## src/rtl/baseband_pulse_pkg.sv

```systemverilog
// Shared state encoding and default timing constants for the baseband pulse generator.
// BB_PREAMBLE_EN adds the PREAMBLE state; the pattern defaults live here either way.
package baseband_pulse_pkg;

  typedef enum logic [1:0] {
    ST_IDLE     = 2'd0,
    ST_SEND     = 2'd1,
    ST_GAP      = 2'd2
`ifdef BB_PREAMBLE_EN
    , ST_PREAMBLE = 2'd3
`endif
  } bb_state_t;

  localparam int BB_SYMBOL_CYCLES = 16;
  localparam int BB_PULSE_CYCLES  = 4;
  localparam int BB_GAP_SYMBOLS   = 2;

  localparam int         BB_PREAMBLE_W = 4;
  localparam logic [3:0] BB_PREAMBLE   = 4'b1010;

endpackage

```

## src/rtl/bb_symbol_timer.sv

```systemverilog
// Symbol slot counter: start loads 0 and runs, clear stops at 0; flags decode the current count.
// Latency: flags are combinational on the count register; no backpressure, runs freely once started.
module bb_symbol_timer
  import baseband_pulse_pkg::*;
#(
  parameter int SYMBOL_CYCLES = BB_SYMBOL_CYCLES,
  parameter int PULSE_CYCLES  = BB_PULSE_CYCLES
) (
  input  logic clk,
  input  logic rst,
  input  logic start,
  input  logic clear,
  output logic in_pulse,
  output logic pulse_end,
  output logic slot_end
);

  localparam int CW = $clog2(SYMBOL_CYCLES);

  logic [CW-1:0] count;
  logic          run;

  always_ff @(posedge clk or posedge rst) begin
    if (rst) begin
      count <= '0;
      run   <= 1'b0;
    end else if (clear) begin
      count <= '0;
      run   <= 1'b0;
    end else if (start) begin
      count <= '0;
      run   <= 1'b1;
    end else if (run) begin
      count <= slot_end ? '0 : count + CW'(1);
    end
  end

  assign in_pulse  = count < CW'(PULSE_CYCLES);
  assign pulse_end = count == CW'(PULSE_CYCLES - 1);
  assign slot_end  = run && (count == CW'(SYMBOL_CYCLES - 1));

endmodule

```

## src/rtl/baseband_pulse_gen.sv

```systemverilog
// Serializes a byte MSB first into per-bit pulses; first pulse one cycle after the handshake, optional BB_PREAMBLE_EN preamble.
// Backpressure: in_ready is high only in IDLE; in_valid is ignored for the whole frame and its guard gap.
module baseband_pulse_gen
  import baseband_pulse_pkg::*;
#(
  parameter int DATA_W        = 8,
  parameter int SYMBOL_CYCLES = BB_SYMBOL_CYCLES,
  parameter int PULSE_CYCLES  = BB_PULSE_CYCLES,
  parameter int GAP_SYMBOLS   = BB_GAP_SYMBOLS
`ifdef BB_PREAMBLE_EN
  , parameter int PREAMBLE_W = BB_PREAMBLE_W,
  parameter logic [PREAMBLE_W-1:0] PREAMBLE = BB_PREAMBLE
`endif
) (
  input  logic              clk,
  input  logic              rst,
  input  logic [DATA_W-1:0] in_data,
  input  logic              in_valid,
  output logic              in_ready,
  output logic              baseband_pulse_1,
  output logic              baseband_pulse_0,
  output logic              busy,
  output logic              frame_done
);

  localparam int BW = $clog2(DATA_W + 1);
  localparam int GW = (GAP_SYMBOLS > 1) ? $clog2(GAP_SYMBOLS) : 1;

  bb_state_t         state, state_nxt;
  logic [DATA_W-1:0] sreg, sreg_nxt;
  logic [BW-1:0]     bit_cnt, bit_nxt;
  logic [GW-1:0]     gap_cnt, gap_nxt;
  logic              tmr_start, tmr_clear;
  logic              in_pulse, pulse_end, slot_end;
  logic              tx_active_nxt, tx_bit_nxt, pulse_on_nxt;

`ifdef BB_PREAMBLE_EN
  localparam int PW = $clog2(PREAMBLE_W + 1);
  logic [PREAMBLE_W-1:0] pre_sreg, pre_nxt;
  logic [PW-1:0]         pre_cnt, pre_cnt_nxt;
`endif

  bb_symbol_timer #(
    .SYMBOL_CYCLES(SYMBOL_CYCLES),
    .PULSE_CYCLES (PULSE_CYCLES)
  ) u_timer (
    .clk      (clk),
    .rst      (rst),
    .start    (tmr_start),
    .clear    (tmr_clear),
    .in_pulse (in_pulse),
    .pulse_end(pulse_end),
    .slot_end (slot_end)
  );

  always_comb begin
    state_nxt = state;
    sreg_nxt  = sreg;
    bit_nxt   = bit_cnt;
    gap_nxt   = gap_cnt;
    tmr_start = 1'b0;
    tmr_clear = 1'b0;
`ifdef BB_PREAMBLE_EN
    pre_nxt     = pre_sreg;
    pre_cnt_nxt = pre_cnt;
`endif
    case (state)
      ST_IDLE: begin
        // in_ready is registered high for every IDLE cycle, so in_valid alone completes the handshake
        if (in_valid) begin
          sreg_nxt  = in_data;
          bit_nxt   = '0;
          gap_nxt   = '0;
          tmr_start = 1'b1;
`ifdef BB_PREAMBLE_EN
          pre_nxt     = PREAMBLE;
          pre_cnt_nxt = '0;
          state_nxt   = ST_PREAMBLE;
`else
          state_nxt = ST_SEND;
`endif
        end
      end
`ifdef BB_PREAMBLE_EN
      ST_PREAMBLE: begin
        if (slot_end) begin
          pre_nxt     = pre_sreg << 1;
          pre_cnt_nxt = pre_cnt + PW'(1);
          if (pre_cnt == PW'(PREAMBLE_W - 1)) state_nxt = ST_SEND;
        end
      end
`endif
      ST_SEND: begin
        if (slot_end) begin
          sreg_nxt = sreg << 1;
          bit_nxt  = bit_cnt + BW'(1);
          if (bit_cnt == BW'(DATA_W - 1)) begin
            if (GAP_SYMBOLS == 0) begin
              state_nxt = ST_IDLE;
              tmr_clear = 1'b1;
            end else begin
              state_nxt = ST_GAP;
            end
          end
        end
      end
      ST_GAP: begin
        if (slot_end) begin
          if (gap_cnt == GW'(GAP_SYMBOLS - 1)) begin
            state_nxt = ST_IDLE;
            tmr_clear = 1'b1;
          end else begin
            gap_nxt = gap_cnt + GW'(1);
          end
        end
      end
      default: begin
        state_nxt = ST_IDLE;
        tmr_clear = 1'b1;
      end
    endcase

`ifdef BB_PREAMBLE_EN
    tx_active_nxt = (state_nxt == ST_SEND) || (state_nxt == ST_PREAMBLE);
    tx_bit_nxt    = (state_nxt == ST_PREAMBLE) ? pre_nxt[PREAMBLE_W-1] : sreg_nxt[DATA_W-1];
`else
    tx_active_nxt = (state_nxt == ST_SEND);
    tx_bit_nxt    = sreg_nxt[DATA_W-1];
`endif
    // Look one cycle ahead so the pulse registers line up with count 0 of each slot
    pulse_on_nxt = tx_active_nxt && (tmr_start || slot_end || (in_pulse && !pulse_end));
  end

  always_ff @(posedge clk or posedge rst) begin
    if (rst) begin
      state            <= ST_IDLE;
      sreg             <= '0;
      bit_cnt          <= '0;
      gap_cnt          <= '0;
      in_ready         <= 1'b1;
      baseband_pulse_1 <= 1'b0;
      baseband_pulse_0 <= 1'b0;
      busy             <= 1'b0;
      frame_done       <= 1'b0;
    end else begin
      state            <= state_nxt;
      sreg             <= sreg_nxt;
      bit_cnt          <= bit_nxt;
      gap_cnt          <= gap_nxt;
      in_ready         <= (state_nxt == ST_IDLE);
      baseband_pulse_1 <= pulse_on_nxt && tx_bit_nxt;
      baseband_pulse_0 <= pulse_on_nxt && !tx_bit_nxt;
      busy             <= (state_nxt != ST_IDLE);
      frame_done       <= (state != ST_IDLE) && (state_nxt == ST_IDLE);
    end
  end

`ifdef BB_PREAMBLE_EN
  always_ff @(posedge clk or posedge rst) begin
    if (rst) begin
      pre_sreg <= '0;
      pre_cnt  <= '0;
    end else begin
      pre_sreg <= pre_nxt;
      pre_cnt  <= pre_cnt_nxt;
    end
  end
`endif

endmodule

```

## config.mk

```make
export PLATFORM = sky130hd
export DESIGN_NAME = baseband_pulse_gen
export DESIGN_NICKNAME = d
export VERILOG_FILES = /design/src/rtl/baseband_pulse_pkg.sv /design/src/rtl/bb_symbol_timer.sv /design/src/rtl/baseband_pulse_gen.sv
export SDC_FILE = /design/constraint.sdc
export NUM_CORES = 1
export LEC_CHECK = 0
export CELL_PAD_IN_SITES_DETAIL_PLACEMENT = 1
export CELL_PAD_IN_SITES_GLOBAL_PLACEMENT = 1
export CORE_ASPECT_RATIO = 1.75
export CORE_MARGIN = 2
export CORE_UTILIZATION = 31
export CTS_CLUSTER_DIAMETER = 30
export DETAILED_ROUTE_END_ITERATION = 6
export DONT_BUFFER_PORTS = 1
export GPL_TIMING_DRIVEN = 0
export PLACE_DENSITY = 0.52
export SYNTH_ARGS = -nofsm -noshare
export SYNTH_HDL_FRONTEND = slang
export SYNTH_SLANG_ARGS = --single-unit
```

## constraint.sdc

```tcl
create_clock -name clk -period 2.9 [get_ports clk]
set_input_delay 0.58 -clock clk [delete_from_list [all_inputs] [get_ports clk]]
set_output_delay 0.58 -clock clk [all_outputs]
set_load 0.03 [all_outputs]
```

==> Word level (Yosys, flattened, before mapping) <==
Index checks and enable logic that the tools add are counted.
{ "word_totals": {"out_inout_bits": 5, "wordCells": 73, "register_bits": 25} }
{ "classes": {"n_addsub": 3, "mux": 27, "n_lt_le_gt_ge": 1, "reduce_logical": 21, "eq_ne": 9} }
{ "ops": {"columns": ["cell", "n"], "rows": [
  ["$mux 4", 6],
  ["$mux 8", 2],
  ["$pmux 8 s2", 1],
  ["$mux 2", 5],
  ["$reduce_bool 2->1", 5],
  ["$mux 1", 9],
  ["$add 4x1->4 const B", 2],
  ["$pmux 4 s2", 1],
  ["$logic_and 1x1->1", 6],
  ["$ne 2x2->1 const B", 3],
  ["$pmux 2 s3", 1],
  ["$reduce_and 3->1", 2],
  ["$eq 2x1->1 const B", 2],
  ["$eq 4x2->1 const B", 1],
  ["$eq 4x3->1 const B", 1],
  ["$eq 4x4->1 const B", 1],
  ["$logic_not 2->1", 2],
  ["$lt 4x3->1 const B", 1],
  ["$pmux 1 s2", 2],
  ["$reduce_bool 3->1", 1],
  ["$eq 2x2->1 const B", 1],
  ["$logic_not 1->1", 2],
  ["$logic_or 1x1->1", 2],
  ["$reduce_or 2->1", 1],
  ["$add 1x1->1 const B", 1]
]} }

==> Longest topological paths before layout <==
{ "logic_depth": {"depth_word": 7, "depth_mapped": 5} }

==> Modules after synthesis <==
A second synthesis with hierarchy kept.
{ "hier_totals": {"hier_cells": 112, "area_unflattened_um2": 1278.7} }
{ "modules_own_cells": {"columns": ["module", "cells_per_inst", "seq_area_each_um2", "area_each_um2", "instances"], "rows": [
  ["baseband_pulse_gen", 86, 501.7, 1013.5, 1],
  ["bb_symbol_timer", 26, 125.1, 265.3, 1]
]} }

==> Worst setup path before layout <==
OpenSTA, ideal clock, no wires.
{ "synth_timing": {"kind": "reg2reg", "start": "reg u_timer.count[0]", "end": "reg sreg[6]", "n_path_buf": 1, "arrival_time_ns": 1.479, "setup_time_ns": 0.126, "setup_slack_ns": 1.295, "stages_incl_launch_ff": 6, "path_cell_list": "dfrtp_1 -> ha_1 -> and4_2 -> buf_4 -> and3_1 -> a221o_1"} }
{ "synth_between": {"elab_chain_len": 4} }
{ "synth_rtl": {"columns": ["element", "line", "source"], "rows": [
  ["start, declared", "bb_symbol_timer.sv:20", "logic [CW-1:0] count;"],
  ["start signal, assigned", "bb_symbol_timer.sv:34", "count <= slot_end ? '0 : count + CW'(1);"],
  ["$eq 4x4->1", "bb_symbol_timer.sv:40", "assign slot_end = run && (count == CW'(SYMBOL_CYCLES - 1));"],
  ["$logic_and 1x1->1", "bb_symbol_timer.sv:40", null],
  ["$ne 2x2->1 (no source line)", null, null],
  ["$reduce_and 3->1 (no source line)", null, null],
  ["end signal, assigned", "baseband_pulse_gen.sv:147", "sreg <= sreg_nxt;"],
  ["end, declared", "baseband_pulse_gen.sv:30", "logic [DATA_W-1:0] sreg, sreg_nxt;"]
]} }
Every way passes these cells.
A chain may end at the register's enable or synchronous reset.

==> Final worst setup path <==
{ "layout_timing": {"start": "reg u_timer.count[0]", "end": "reg bit_cnt[0]"} }
{ "layout_between": {"elab_chain_len": 4} }
{ "layout_rtl": {"columns": ["element", "line", "source"], "rows": [
  ["$eq 4x4->1", "bb_symbol_timer.sv:40", null],
  ["$logic_and 1x1->1", "bb_symbol_timer.sv:40", null],
  ["$ne 2x2->1 (no source line)", null, null],
  ["$reduce_and 3->1 (no source line)", null, null],
  ["end signal, assigned", "baseband_pulse_gen.sv:148", "bit_cnt <= bit_nxt;"],
  ["end, declared", "baseband_pulse_gen.sv:31", "logic [BW-1:0] bit_cnt, bit_nxt;"]
]} }
Every way passes these cells.

==> run summary <==
Status: completed
Antenna violations before repair: 0
Startpoint types: flop
# IOs: 16
Largest net degree at the start of global routing: 26
Most frequent cells in the layout: 24 x dfrtp_1, 7 x nand2_1
Hold buffer count at CTS: 0
Filler cells: 415
Clk_skew: 5.33 ps
Via density: 5.50
Top cells by area, synth: dfrtp_1 51%, a221o_1 5.1%, and3_1 3.2%
Nets: 127
Postcts setup bufs: 0
CTS tree: built
Starting density of the core: 32.4%
Via count: 874
Clock root cell: clkbuf_8
Post-DP HPWL: 2040 um
Final wirelength: 2760 um
GR Util All Layers: 14.8%
Number of buffers created by CTS: 3
Rows: 29
CP Max Fanout: 7
First-pass GRT wire length: 4850 um
H-Tree Depth: 1
Core Area: 3660 um^2
Final setup margin: 1030 ps
Clock-pin slew on the worst setup and hold paths: 90 ps
Vias in the first global route: 978
CP endpoint kind: flop
Share of cells above drive strength 1: 11.5%
DRT iter0 DRCs: 10
PwrDens: 1000 nW/um^2
Placement Setup Slack: 1020 ps
WL/cell: 17.3 um
Crit path kind: reg -> reg
CTS sink cnt: 25
Post-synth top area share: 50.6%
Ant. Diodes: 0
Endpoints failing setup: 0
MaxCap Viol Count: 0
Clock Tree Buf Depth: 2
Slew headroom: 35.2%
Area leader, netlist: dfrtp_1
Final Critical Period: 1870 ps
Post-synth net total: 122
Gate Count Post-Synth: 109
Syn_area_per_cell: 10.9 um^2
Synthesis-to-finish area growth: 8.76%
Crit path DAT: 2080 ps
Die width: 50.8 um
Highest Clock Rate: 0.535 GHz
Port bufs: 0
Asr flop ratio synth: 100%
# resized after CTS: 0
Commonest non-fill, non-tap cell in the layout: dfrtp_1
Seq/Total Area, Yosys: 52.8%
Overall die area: 4360 um^2
Die Span Y: 85.8 um
RSZ-0062 raised after global routing: false
Clock Latency Late Sink: 270 ps
Worst slew pin tran: 971 ps
Initial DRT Pass Iterations: 3
Post-route ant nets: 0
Pins Over Slew Limit: 0
Flop and latch count out of synthesis: 25
Synthesized area: 1190 um^2
Synth unique cells: 40
Worst Hold Class: in -> async
Placer congestion estimate: 0.723
Period utilisation layout: 64.4%
Primary FF master, synth: dfrtp_1
Yosys warnings: 0
# DRC: 0
Post-synth EDFFs: 0
Total Negative Setup Slacks: 0 ps
Total gr overflow: 0
Leakage: 0.575 nW
Worst vdd ir: 460 uV
Worst path required time: 3110 ps
Fin. Hold Viols: 0
## where the power goes
part           leakage [nW]  switching [W]  internal [W]  total (W)
Clock                0.0255       0.000113     0.0000961   0.000209
Sequential            0.307       0.000138      0.000489   0.000626
Combinational         0.243       0.000254      0.000203   0.000457
## through the flow
stage / hold WS, ps / area (um^2) / total power (W) / util, % / instances
floorplan: 468 / 1190 / 0.000974 / - / 109
global route: 457 / 1290 / 0.00141 / 35.2 / 159
global placement: 491 / 1240 / 0.00108 / 33.9 / 155
finish: 415 / 1290 / 0.00129 / 35.2 / 159
CTS: 422 / 1290 / 0.00132 / 35.2 / 159
detailed placement: 500 / 1240 / 0.00111 / 33.9 / 155
## Yosys cell counts, types with 3 or more instances
cell,number
nand2_1,7
o21ai_0,4
a221o_1,6
nor2_1,6
buf_2,4
a21oi_1,6
dfrtp_1,24
nand3_1,5
inv_1,3
and3_1,6
## worst max-delay path: stages (launching register included)
cell	delay, ps
dfrtp_1	430
ha_1	300
and4_2	290
a21oi_1	520
mux2_2	270
## final timing paths
kind | start | endpoint | slack, ps | depth (start not counted)
setup / recovery | u_timer.count[0]$_DFFE_PP0P_ | bit_cnt[0]$_DFFE_PP0P_ | 1030 | 4
hold / removal | rst | bit_cnt[3]$_DFFE_PP0P_ | 420 | 1
setup reg to reg | u_timer.count[0]$_DFFE_PP0P_ | bit_cnt[0]$_DFFE_PP0P_ | 1030 | 4
hold reg to reg | sreg[2]$_DFFE_PP0P_ | sreg[2]$_DFFE_PP0P_ | 520 | 1
max in group asynchronous | rst | sreg[3]$_DFFE_PP0P_ | 1890 | 1
min in group clk | in_data[0] | sreg[0]$_DFFE_PP0P_ | 430 | 2
## sequential cells by signal, indices dropped and copies added, names as in the netlist
signal and flops:
u_timer.count 4, gap_cnt 1, bit_cnt 4, state 2, sreg 8, busy 1
frame_done 1, baseband_pulse_0 1, u_timer.run 1, in_ready 1, baseband_pulse_1 1
## cell families (layout without fill, tap and decap cells)
| logic type | Yosys count | after routing | share of synthesized area [%] |
|---|---|---|---|
| simple gates | 40 | 40 | 20.0 |
| fa+ha+maj | 2 | 2 | 2.11 |
| xor+xnor | 1 | 1 | 0.739 |
| flops | 25 | 25 | 52.8 |
| buf+inv | 10 | 14 | 3.90 |
| mux | 3 | 3 | 2.64 |
| compound gates | 28 | 28 | 17.7 |
## routing by layer
| layer | track usage (%) | wire, um | vias to the layer above |
|---|---|---|---|
| met5 | 0 | 0 | - |
| met4 | 5.90 | 23 | 0 |
| met3 | 1.57 | 23 | 2 |
| met2 | 27.8 | 1580 | 5 |
| met1 | 16.6 | 1130 | 456 |
| li1 | - | - | 411 |
## layout make-up
cell class | instances | area (um^2) | share of cell area, %
Sequential cell | 25 | 627 | 48.6
Multi-Input combinational cell | 74 | 513 | 39.8
Tap cell | 46 | 57.6 | 4.46
Clock buffer | 3 | 41.3 | 3.20
Buffer | 7 | 35.0 | 2.72
Inverter | 3 | 11.3 | 0.873
Clock inverter | 1 | 5.00 | 0.388
No activity file was read; power rests on OpenSTA's default activity.
